### config.mk
export PLATFORM = sky130hd
export DESIGN_NAME = icache_line_buffer_flat
export DESIGN_NICKNAME = d
export VERILOG_FILES = /design/src/rtl/icache_line_buffer_if.sv /design/src/rtl/icache_line_buffer.sv /design/src/flat_wrapper.sv
export SDC_FILE = /design/constraint.sdc
export NUM_CORES = 1
export LEC_CHECK = 0
export CAP_MARGIN = 20
export CELL_PAD_IN_SITES_DETAIL_PLACEMENT = 1
export CELL_PAD_IN_SITES_GLOBAL_PLACEMENT = 1
export CORE_AREA = 2 2 305 307
export DETAILED_ROUTE_END_ITERATION = 7
export DIE_AREA = 0 0 307 309
export HOLD_SLACK_MARGIN = 0.1
export PLACE_DENSITY = 0.78
export REMOVE_ABC_BUFFERS = 1
export SLEW_MARGIN = 10
export SYNTH_ARGS = -nofsm -noshare
export SYNTH_HDL_FRONTEND = slang
export SYNTH_SLANG_ARGS = --single-unit
### constraint.sdc
create_clock -name clk_i -period 40.5 [get_ports clk_i]
set_input_delay 6.075 -clock clk_i [delete_from_list [all_inputs] [get_ports clk_i]]
set_output_delay 6.075 -clock clk_i [all_outputs]
set_load 0.03 [all_outputs]
### src/rtl/icache_line_buffer_if.sv
// icache_line_buffer_if: fetch, icache and TLB signals of the instruction line buffer.
interface icache_line_buffer_if #(
    parameter int ADDR_SIZE = 40,
    parameter int LINE_BITS = 128
);
    logic                 fetch_valid_i;
    logic [ADDR_SIZE-1:0] fetch_vaddr_i;
    logic                 fetch_flush_i;
    logic                 fetch_resp_valid_o;
    logic [31:0]          fetch_resp_data_o;
    logic                 fetch_resp_xcpt_o;
    logic                 icache_req_valid_o;
    logic                 icache_req_ready_i;
    logic [ADDR_SIZE-1:0] icache_req_vaddr_o;
    logic                 icache_req_kill_o;
    logic                 icache_resp_valid_i;
    logic [ADDR_SIZE-1:0] icache_resp_vaddr_i;
    logic [LINE_BITS-1:0] icache_resp_data_i;
    logic                 tlb_miss_i;
    logic                 tlb_xcpt_i;
    logic                 ptw_resp_valid_i;

    modport master (
        output fetch_valid_i, fetch_vaddr_i, fetch_flush_i, icache_req_ready_i,
               icache_resp_valid_i, icache_resp_vaddr_i, icache_resp_data_i,
               tlb_miss_i, tlb_xcpt_i, ptw_resp_valid_i,
        input  fetch_resp_valid_o, fetch_resp_data_o, fetch_resp_xcpt_o,
               icache_req_valid_o, icache_req_vaddr_o, icache_req_kill_o
    );

    modport slave (
        input  fetch_valid_i, fetch_vaddr_i, fetch_flush_i, icache_req_ready_i,
               icache_resp_valid_i, icache_resp_vaddr_i, icache_resp_data_i,
               tlb_miss_i, tlb_xcpt_i, ptw_resp_valid_i,
        output fetch_resp_valid_o, fetch_resp_data_o, fetch_resp_xcpt_o,
               icache_req_valid_o, icache_req_vaddr_o, icache_req_kill_o
    );
endinterface

### src/rtl/icache_line_buffer.sv
// icache_line_buffer: small fully-associative line buffer between fetch and the icache,
// with round-robin fill, one outstanding request and optional next-line prefetch.
module icache_line_buffer #(
    parameter int ADDR_SIZE   = 40,
    parameter int LINE_BITS   = 128,
    parameter int NUM_ENTRIES = 4,
    parameter int PREFETCH_EN = 1
) (
    input logic                 clk_i,
    input logic                 rst_i,
    icache_line_buffer_if.slave bus
);
    localparam int OFFSET = $clog2(LINE_BITS / 8);
    localparam int TW     = ADDR_SIZE - OFFSET;
    localparam int RW     = NUM_ENTRIES > 1 ? $clog2(NUM_ENTRIES) : 1;

    typedef enum logic [1:0] {IDLE, WAIT, TLBMISS} state_t;

    state_t                 state;
    logic [NUM_ENTRIES-1:0] valid;
    logic [TW-1:0]          tags  [NUM_ENTRIES];
    logic [LINE_BITS-1:0]   lines [NUM_ENTRIES];
    logic [RW-1:0]          rr, widx_fill;
    logic [TW-1:0]          otag, ftag, rtag, nxt_tag, req_tag;
    logic                   opf;
    logic [OFFSET-3:0]      widx;
    logic [LINE_BITS-1:0]   hit_line;
    logic                   go, tag_hit, nxt_res, res, hit, demand, pref, req;
    logic                   wait_ok, xr_ev, xr, miss_ev, fill, fwd;
    logic                   unused_bits;

    assign ftag        = bus.fetch_vaddr_i[ADDR_SIZE-1:OFFSET];
    assign rtag        = bus.icache_resp_vaddr_i[ADDR_SIZE-1:OFFSET];
    assign nxt_tag     = ftag + TW'(1);
    assign widx        = bus.fetch_vaddr_i[OFFSET-1:2];
    assign unused_bits = ^{bus.fetch_vaddr_i[1:0], bus.icache_resp_vaddr_i[OFFSET-1:0]};

    // Fill target is the resident copy of otag if any, so refills never duplicate a line
    always_comb begin
        tag_hit   = 1'b0;
        nxt_res   = 1'b0;
        res       = 1'b0;
        hit_line  = '0;
        widx_fill = rr;
        for (int i = 0; i < NUM_ENTRIES; i++) begin
            if (valid[i] && tags[i] == ftag) begin
                tag_hit  = 1'b1;
                hit_line = lines[i];
            end
            if (valid[i] && tags[i] == nxt_tag) nxt_res = 1'b1;
            if (valid[i] && tags[i] == otag) begin
                res       = 1'b1;
                widx_fill = RW'(i);
            end
        end
    end

    assign go      = !rst_i && !bus.fetch_flush_i;
    assign hit     = go && bus.fetch_valid_i && tag_hit;
    assign demand  = go && state == IDLE && bus.fetch_valid_i && !tag_hit;
    assign pref    = PREFETCH_EN != 0 && state == IDLE && hit && !nxt_res;
    assign req     = demand || pref;
    assign req_tag = demand ? ftag : nxt_tag;
    assign wait_ok = go && state == WAIT;
    assign xr_ev   = wait_ok && bus.tlb_xcpt_i;
    assign xr      = xr_ev && !opf;
    assign miss_ev = wait_ok && !bus.tlb_xcpt_i && bus.tlb_miss_i;
    assign fill    = wait_ok && !bus.tlb_xcpt_i && !bus.tlb_miss_i && bus.icache_resp_valid_i && rtag == otag;
    assign fwd     = fill && !opf && bus.fetch_valid_i && ftag == otag;

    assign bus.fetch_resp_valid_o = hit || fwd || xr;
    assign bus.fetch_resp_xcpt_o  = xr;
    assign bus.fetch_resp_data_o  = xr  ? 32'd0 :
                                    hit ? hit_line[widx*32 +: 32] :
                                    fwd ? bus.icache_resp_data_i[widx*32 +: 32] : 32'd0;
    assign bus.icache_req_valid_o = req;
    assign bus.icache_req_vaddr_o = req ? {req_tag, {OFFSET{1'b0}}} : '0;
    assign bus.icache_req_kill_o  = !rst_i && (bus.tlb_miss_i || bus.tlb_xcpt_i ||
                                    (bus.fetch_flush_i && state == WAIT));

    always_ff @(posedge clk_i) begin
        if (rst_i) begin
            state <= IDLE;
            valid <= '0;
            rr    <= '0;
            otag  <= '0;
            opf   <= 1'b0;
        end else if (bus.fetch_flush_i) begin
            state <= IDLE;
            valid <= '0;
        end else if (state == IDLE) begin
            if (req && bus.icache_req_ready_i) begin
                state <= WAIT;
                otag  <= req_tag;
                opf   <= !demand;
            end
        end else if (state == WAIT) begin
            if (xr_ev) state <= IDLE;
            else if (miss_ev) state <= TLBMISS;
            else if (fill) begin
                state            <= IDLE;
                valid[widx_fill] <= 1'b1;
                tags[widx_fill]  <= otag;
                lines[widx_fill] <= bus.icache_resp_data_i;
                if (!res) rr <= (rr == RW'(NUM_ENTRIES - 1)) ? '0 : rr + RW'(1);
            end
        end else if (bus.ptw_resp_valid_i) begin
            state <= IDLE;
        end
    end
endmodule

### src/flat_wrapper.sv
// flat-port wrapper written by rule: the top's interface ports become plain ports
module icache_line_buffer_flat 
#(
    parameter int ADDR_SIZE   = 40,
    parameter int LINE_BITS   = 128,
    parameter int NUM_ENTRIES = 4,
    parameter int PREFETCH_EN = 1
)
  (clk_i, rst_i, bus_fetch_valid_i, bus_fetch_vaddr_i, bus_fetch_flush_i, bus_icache_req_ready_i, bus_icache_resp_valid_i, bus_icache_resp_vaddr_i, bus_icache_resp_data_i, bus_tlb_miss_i, bus_tlb_xcpt_i, bus_ptw_resp_valid_i, bus_fetch_resp_valid_o, bus_fetch_resp_data_o, bus_fetch_resp_xcpt_o, bus_icache_req_valid_o, bus_icache_req_vaddr_o, bus_icache_req_kill_o);
  icache_line_buffer_if #(.ADDR_SIZE(ADDR_SIZE), .LINE_BITS(LINE_BITS)) bus_i ();
  input logic clk_i;
  input logic rst_i;
  input wire logic [$bits(bus_i.fetch_valid_i)-1:0] bus_fetch_valid_i;
  input wire logic [$bits(bus_i.fetch_vaddr_i)-1:0] bus_fetch_vaddr_i;
  input wire logic [$bits(bus_i.fetch_flush_i)-1:0] bus_fetch_flush_i;
  input wire logic [$bits(bus_i.icache_req_ready_i)-1:0] bus_icache_req_ready_i;
  input wire logic [$bits(bus_i.icache_resp_valid_i)-1:0] bus_icache_resp_valid_i;
  input wire logic [$bits(bus_i.icache_resp_vaddr_i)-1:0] bus_icache_resp_vaddr_i;
  input wire logic [$bits(bus_i.icache_resp_data_i)-1:0] bus_icache_resp_data_i;
  input wire logic [$bits(bus_i.tlb_miss_i)-1:0] bus_tlb_miss_i;
  input wire logic [$bits(bus_i.tlb_xcpt_i)-1:0] bus_tlb_xcpt_i;
  input wire logic [$bits(bus_i.ptw_resp_valid_i)-1:0] bus_ptw_resp_valid_i;
  output wire logic [$bits(bus_i.fetch_resp_valid_o)-1:0] bus_fetch_resp_valid_o;
  output wire logic [$bits(bus_i.fetch_resp_data_o)-1:0] bus_fetch_resp_data_o;
  output wire logic [$bits(bus_i.fetch_resp_xcpt_o)-1:0] bus_fetch_resp_xcpt_o;
  output wire logic [$bits(bus_i.icache_req_valid_o)-1:0] bus_icache_req_valid_o;
  output wire logic [$bits(bus_i.icache_req_vaddr_o)-1:0] bus_icache_req_vaddr_o;
  output wire logic [$bits(bus_i.icache_req_kill_o)-1:0] bus_icache_req_kill_o;
  assign bus_i.fetch_valid_i = bus_fetch_valid_i;
  assign bus_i.fetch_vaddr_i = bus_fetch_vaddr_i;
  assign bus_i.fetch_flush_i = bus_fetch_flush_i;
  assign bus_i.icache_req_ready_i = bus_icache_req_ready_i;
  assign bus_i.icache_resp_valid_i = bus_icache_resp_valid_i;
  assign bus_i.icache_resp_vaddr_i = bus_icache_resp_vaddr_i;
  assign bus_i.icache_resp_data_i = bus_icache_resp_data_i;
  assign bus_i.tlb_miss_i = bus_tlb_miss_i;
  assign bus_i.tlb_xcpt_i = bus_tlb_xcpt_i;
  assign bus_i.ptw_resp_valid_i = bus_ptw_resp_valid_i;
  assign bus_fetch_resp_valid_o = bus_i.fetch_resp_valid_o;
  assign bus_fetch_resp_data_o = bus_i.fetch_resp_data_o;
  assign bus_fetch_resp_xcpt_o = bus_i.fetch_resp_xcpt_o;
  assign bus_icache_req_valid_o = bus_i.icache_req_valid_o;
  assign bus_icache_req_vaddr_o = bus_i.icache_req_vaddr_o;
  assign bus_icache_req_kill_o = bus_i.icache_req_kill_o;
  icache_line_buffer #(.ADDR_SIZE(ADDR_SIZE), .LINE_BITS(LINE_BITS), .NUM_ENTRIES(NUM_ENTRIES), .PREFETCH_EN(PREFETCH_EN)) u_core (.clk_i(clk_i), .rst_i(rst_i), .bus(bus_i));
endmodule
==> results of run 1 <==
## how the worst max path moves through the flow
stage                                 endpoint
finish              bus_icache_req_vaddr_o[30]
detailed placement  bus_icache_req_vaddr_o[30]
global placement    bus_icache_req_vaddr_o[30]
CTS                 bus_icache_req_vaddr_o[30]
floorplan                   u_core.lines[1][0]
global route        bus_icache_req_vaddr_o[30]
## synthesized netlist by cell type, drive strengths merged (33+ instances only)
| cell type | count |
|---|---|
| nand3 | 168 |
| mux2i | 40 |
| inv | 47 |
| mux4 | 125 |
| a22oi | 33 |
| nor3 | 45 |
| xor2 | 121 |
| clkbuf | 176 |
| dfxtp | 45 |
| edfxtp | 656 |
| nand2 | 334 |
| xnor2 | 367 |
| nor4 | 62 |
| buf | 68 |
| nor2 | 79 |
| nand4 | 94 |
| o21ai | 101 |
## per-stage QoR
step	cell area (µm²)	setup WS (ns)	utilization [%]	instances	hold WS, ns
2_1_floorplan	35300	20.47	-	2635	0.457
3_3_place_gp	40700	20.98	44.5	4224	0.442
3_5_place_dp	40700	20.95	44.5	4224	0.466
4_1_cts	43300	20.93	47.4	4364	0.476
5_1_grt	43300	20.70	47.4	4366	0.510
6_report	43300	20.70	47.4	4370	0.477
## worst max-delay path, stage by stage
cell	delay [ns]
clkdlybuf4s50_1	0.47
buf_4	0.27
ha_1	0.19
buf_4	0.21
nand3_2	0.43
or3_4	0.73
or4_1	0.71
nor2_1	0.68
nor2_1	0.07
a2111oi_0	0.98
nand4_1	0.24
o211ai_2	0.63
or2_1	0.26
buf_4	0.37
nor2_2	0.10
buf_4	0.28
a22o_1	0.34
clkdlybuf4s50_1	0.62
## routing by layer
metal  track usage (%)  up-vias  routed length (µm)
met4              13.2       42                6800
met5                 0        -                 271
li1                  -    11270                   -
met1              37.8    13790               53500
met3              7.04      349               13700
met2              46.3     1431               64700
## power by group through the flow
stage	clock (mW)	sequential, mW	combinational, mW
after global routing	0.778	0.795	0.164
final	0.746	0.795	0.157
after global placement	0	0.811	0.150
after detailed placement	0	0.811	0.154
after CTS	0.753	0.795	0.155
after floorplan	0	0.815	0.0597
## cell families (layout without fill, tap and decap cells)
kind of cell / after synthesis / after routing / synth area share (%)
adders and majority gates: 2 / 2 / 0.0688
buffers and inverters: 291 / 590 / 3.29
other: 1 / 10 / 0.0103
xor gates and xnor gates: 492 / 492 / 12.0
muxes: 171 / 171 / 9.03
and+or+nand+nor: 891 / 891 / 12.3
DFF: 701 / 701 / 56.7
AOI/OAI and AO/OA: 327 / 327 / 6.69
## registers in the layout, indices dropped and copies added, names as in the netlist
register,count
u_core.opf,1
u_core.state,2
u_core.otag,36
u_core.rr,2
u_core.valid,4
u_core.lines,512
u_core.tags,144
## cells in the final DEF, fill, tap and decap left out, drive strengths merged, types with 32 or more instances in the layout
cell | Yosys | final
nor4 | 62 | 62
nor2 | 79 | 79
inv | 47 | 52
a221oi | 32 | 32
dfxtp | 45 | 45
nand4 | 94 | 94
a22oi | 33 | 33
nor3 | 45 | 45
mux2i | 40 | 40
o21ai | 101 | 101
clkdlybuf4s50 | 0 | 279
mux4 | 125 | 125
nand3 | 168 | 168
xnor2 | 367 | 367
xor2 | 121 | 121
clkbuf | 176 | 96
nand2 | 334 | 334
edfxtp | 656 | 656
buf | 68 | 124
## cell type report
type / count / area [µm²] / area share [%]
well taps: 1186 / 1480 / 3.42
multi-input cells: 1887 / 14700 / 33.9
clock inverters: 44 / 609 / 1.41
inverters: 47 / 176 / 0.407
flip-flops and latches: 701 / 20600 / 47.5
diodes: 6 / 15.0 / 0.0346
repair buffers: 403 / 3730 / 8.60
clock buffers: 96 / 2040 / 4.71
==> results.md, run 1 <==
* Outcome: finished clean
* Cells after Synth at between 2000 and 3000
* Total Routing Usage GR at a little under 30%
* Fin Setup TNS at 0 ns
* Reg2Reg Depth at 13
* Peak VDD IR at between 0.04 and 0.05 mV
* Max Root-Sink Buffers at 3
* CP Data Required Time at between 30 and 40 ns
* DRT iter0 DRCs at roughly 3200
* Synth Cell Area at ~36000 µm²
* Hpwl dp at 93500 µm
* Port bufs at approximately 280
* Headroom to the max-slew limit at between 20% and 30%
* Int Pwr at ~1.3 mW
* Yosys warnings at 0
* Psw at 0.410 mW
* Drt pass-1 iters at 6
* Power Total at 1.70 mW
* Hold depth at 2
* Post-synth cell types at between 80 and 90
* Pleak at about 14 nW
* Final Hold Viols at 0
* Post-DR vias/cell at slightly above 6
* Remaining Overflow, GRT at 0
* RSZ-0062 raised after global routing: no
* Post-synth ARST share at 0%
* Hold WC Path Type: flop to flop
* Critical Path Source: bus_fetch_vaddr_i[4]
* Mean post-synth cell area at ~13 µm²
* Synth Register Bits at around 700
* Setup violators final at 0
* Post-CTS Hold Buffers at 0
* Worst setup EP type: primary output
* Post-CTS Resized at 0
* Yosys top cell area share at a little over half
* Largest net degree at the start of global routing at 74
* FF-to-FF End: u_core.otag[35]
* Synth top area cells: edfxtp_1 54%, xnor2_1 8.8%, mux4_2 7.7%, nand2_1 3.4%, xor2_1 2.9%
* Clock power share at a little over two fifths
* Post-CTS Setup Bufs at 0
* Reg2Reg Setup Slack at around 34 ns
* Die area at 94900 µm²
* Clk_lat worst skew at 0.66 ns
* Reg power frac at 46.8%
* Top_reg_cell synth: edfxtp_1
* Via count at between 20000 and 30000
* Fillcell total at between 9000 and 10000
* Fin Clk Skew at between 0.05 and 0.06 ns
* Final GP Congestion at 0.989
* Initial Util at roughly two fifths
* Number of global-route vias before repair at 27755
* Routed wire length at ~140000 µm
* Crit Path Category: primary input to primary output
* Switching Share at about a quarter
* Fmax at around 50 MHz
* Ports at about 290
* Synth-to-Final Area Change at 19.2%
* Worst Hold End: u_core.otag[5]
* # rows at about 110
* Worst Path Arrival at around 14 ns
* Combinational power share at a little under a tenth
* Die W at 307 µm
* Layout net count at around 3300
* Antenna Violating Nets Remaining at 0
* Final period util at between 40% and 50%
* CTS root buffer: clkbuf_16
* Sequential-to-total area share from yosys stat at around 57%
* Pwr per Cell Area at around 40 nW/µm²
* # DRC at 0
* Max Cap Violations at 0
* Die span in y at roughly 310 µm
* Worst slew pin tran at roughly 1.1 ns
* Critical hold path startpoint: u_core.otag[5]
* Final Critical Period at 19.80 ns
* Share of layout cells above drive strength 1 at ~14%
* Number of synthesized flops with an enable pin at 656
* Clock Sinks at between 700 and 800
* Pins over their slew limit at 0
* CP startpoint kind: primary input
* Num CTS Buffers at roughly 80
* H-Tree Depth at 3
* Largest area contributor in the netlist: edfxtp_1
* Area of the core at around 91000 µm²
* Reg2reg start: u_core.tags[2][4]
* First-pass GRT wire length at roughly 200000 µm
* CTS clk-pin slew, worst paths at approximately 0.060 ns
* WL per Instance at around 32 µm
* Worst-path fanout max at 27
* Initial antenna violation count at 25
* CTS tree: yes
No activity file was read; power rests on OpenSTA's default activity.
==> run 2, diff against run 1 <==
==> constraint.sdc (replaced) <==
create_clock -name clk_i -period 20.6 [get_ports clk_i]
set_input_delay 3.09 -clock clk_i [delete_from_list [all_inputs] [get_ports clk_i]]
set_output_delay 3.09 -clock clk_i [all_outputs]
set_load 0.03 [all_outputs]
==> results.md, run 2 (synthesized netlist as in run 1, its figures left out) <==
* Global route hottest layer: met2
* Pleak at roughly 14 nW
* Met3 usage at 7.25%
* Crit Path Category: primary input to primary output
* Die area at approximately 95000 µm²
* Final GP Congestion at ~1.0
* Reg power frac at between 40% and 50%
* M1 GR Usage at a little over a third
* Post-DR vias/cell at 6.15
* Die span in y at 309 µm
* Dpl cell area at 40700 µm²
* Clk_lat worst skew at 0.65 ns
* Remaining Overflow, GRT at 0
* # rows at about 110
* Max Root-Sink Buffers at 3
* Headroom to the max-slew limit at between 20 and 25%
* Final period util at around two thirds
* Worst Path Arrival at roughly 11 ns
* Fmax at between 70 and 80 MHz
* Final Hold Viols at 0
* Worst slew pin tran at roughly 1.2 ns
* Via count at around 27000
* Routed wire length at 138000 µm
* Hold WC Path Type: flop to flop
* Antenna Violating Nets Remaining at 0
* Worst setup EP type: primary output
* CTS clk-pin slew, worst paths at 0.06 ns
* Outcome: finished clean
* Psw at ~0.8 mW
* # DRC at 0
* Worst-path fanout max at 24
* WL per Instance at between 30 and 40 µm
* CP startpoint kind: primary input
* Power Total at 3.28 mW
* Peak VDD IR at between 0.08 and 0.09 mV
* Area of the core at slightly above 90000 µm²
* Drt pass-1 iters at 7
* Final Cell Area at between 40000 and 50000 µm²
* CTS tree: yes
* DRT iter0 DRCs at ~2900
* Initial Util at 39.8%
* Post-CTS Hold Buffers at 0
* Initial antenna violation count at 27
* Setup violators final at 0
* RSZ-0062 raised after global routing: no
* Commonest non-fill, non-tap cell in the layout: edfxtp_1
* Reg2Reg Setup Slack at 15.32 ns
* Post-CTS Resized at 0
* Int Pwr at 2.50 mW
* Hpwl dp at a little over 90000 µm
* Largest register FFs at 512
* Largest net degree at the start of global routing at 77
* Clock Sinks at about 700
* Switching Share at around a quarter
* Max Cap Violations at 0
* Fin Clk Skew at 0.0282 ns
* First-pass GRT wire length at between 150000 and 200000 µm
* Pins over their slew limit at 0
* Port bufs at ~280
* Clock power share at between 40% and 50%
* Fin Setup TNS at 0 ns
* Met2 Resource Use GR at between 40% and 50%
* Post-CTS Setup Bufs at 0
* Combinational power share at roughly a tenth
* CP Data Required Time at about 18 ns
* H-Tree Depth at 3
* Num CTS Buffers at 77
* CTS root buffer: clkbuf_16
* Final Critical Period at roughly 14 ns
* Layout net count at ~3300
* Ports at roughly 300
* Reg with most FFs: u_core.lines
* Share of layout cells above drive strength 1 at 13.5%
* Synth-to-Final Area Change at 19.0%
* Most frequent cells in the layout: 656 x edfxtp_1, 367 x xnor2_1, 331 x nand2_1
* Total Routing Usage GR at between 20% and 30%
* Number of global-route vias before repair at about 28000
* Pwr per Cell Area at roughly 76 nW/µm²
* Die W at slightly above 300 µm
* Largest regs: u_core.lines: 512 flops, u_core.tags: 144 flops, u_core.otag: 36 flops
-- run 2: final timing paths --
path	from	to	cells after the start
worst min register to register	u_core.state[0]	u_core.state[0]	2
worst max-delay path	bus_fetch_vaddr_i[5]	bus_icache_req_vaddr_o[4]	17
worst min-delay path	u_core.state[0]	u_core.state[0]	2
worst max register to register	u_core.tags[2][4]	u_core.otag[35]	13
-- run 2: final cells by class --
cell class	instances	area [µm²]
Fill cell	9386	48100
Sequential cell	701	20600
Multi-Input combinational cell	1887	14700
Timing Repair Buffer	406	3760
Clock buffer	100	2030
Tap cell	1186	1480
Clock inverter	41	487
Inverter	47	176
Antenna cell	7	17.5
-- run 2: worst max-delay path: stages --
cell             delay [ns]
clkdlybuf4s50_1        0.45
buf_4                  0.27
ha_1                   0.60
nand3_2                0.52
or3_4                  0.73
or4_1                  0.68
nor2_1                 0.71
xor2_1                 0.22
o211ai_1               0.11
nor4_1                 0.60
a32o_1                 0.56
or2_1                  0.29
buf_4                  0.36
nor2_2                 0.22
buf_4                  0.27
mux2_2                 0.29
clkdlybuf4s50_1        0.59
-- run 2: per-layer routing --
| layer | vias to the layer above | wire length [µm] |
|---|---|---|
| met5 | - | 264 |
| met4 | 46 | 6230 |
| met3 | 355 | 14000 |
| met2 | 1547 | 65000 |
| met1 | 13695 | 52500 |
| li1 | 11278 | - |
-- run 2: stage by stage --
step           util, %  hold WS [ns]  setup slack (ns)  std cells
2_1_floorplan        -         0.457              3.55       2635
3_3_place_gp      44.5         0.479              7.21       4225
3_5_place_dp      44.5         0.492              7.14       4225
4_1_cts           47.3         0.501              7.13       4366
5_1_grt           47.3         0.532              6.75       4371
6_report          47.3         0.506              6.85       4375
-- run 2: power groups by stage --
stage,sequential [mW],combinational (mW),clock [mW]
floorplan,1.60,0.117,0
global placement,1.59,0.295,0
detailed placement,1.59,0.302,0
CTS,1.56,0.304,1.43
global route,1.56,0.320,1.48
finish,1.56,0.308,1.41
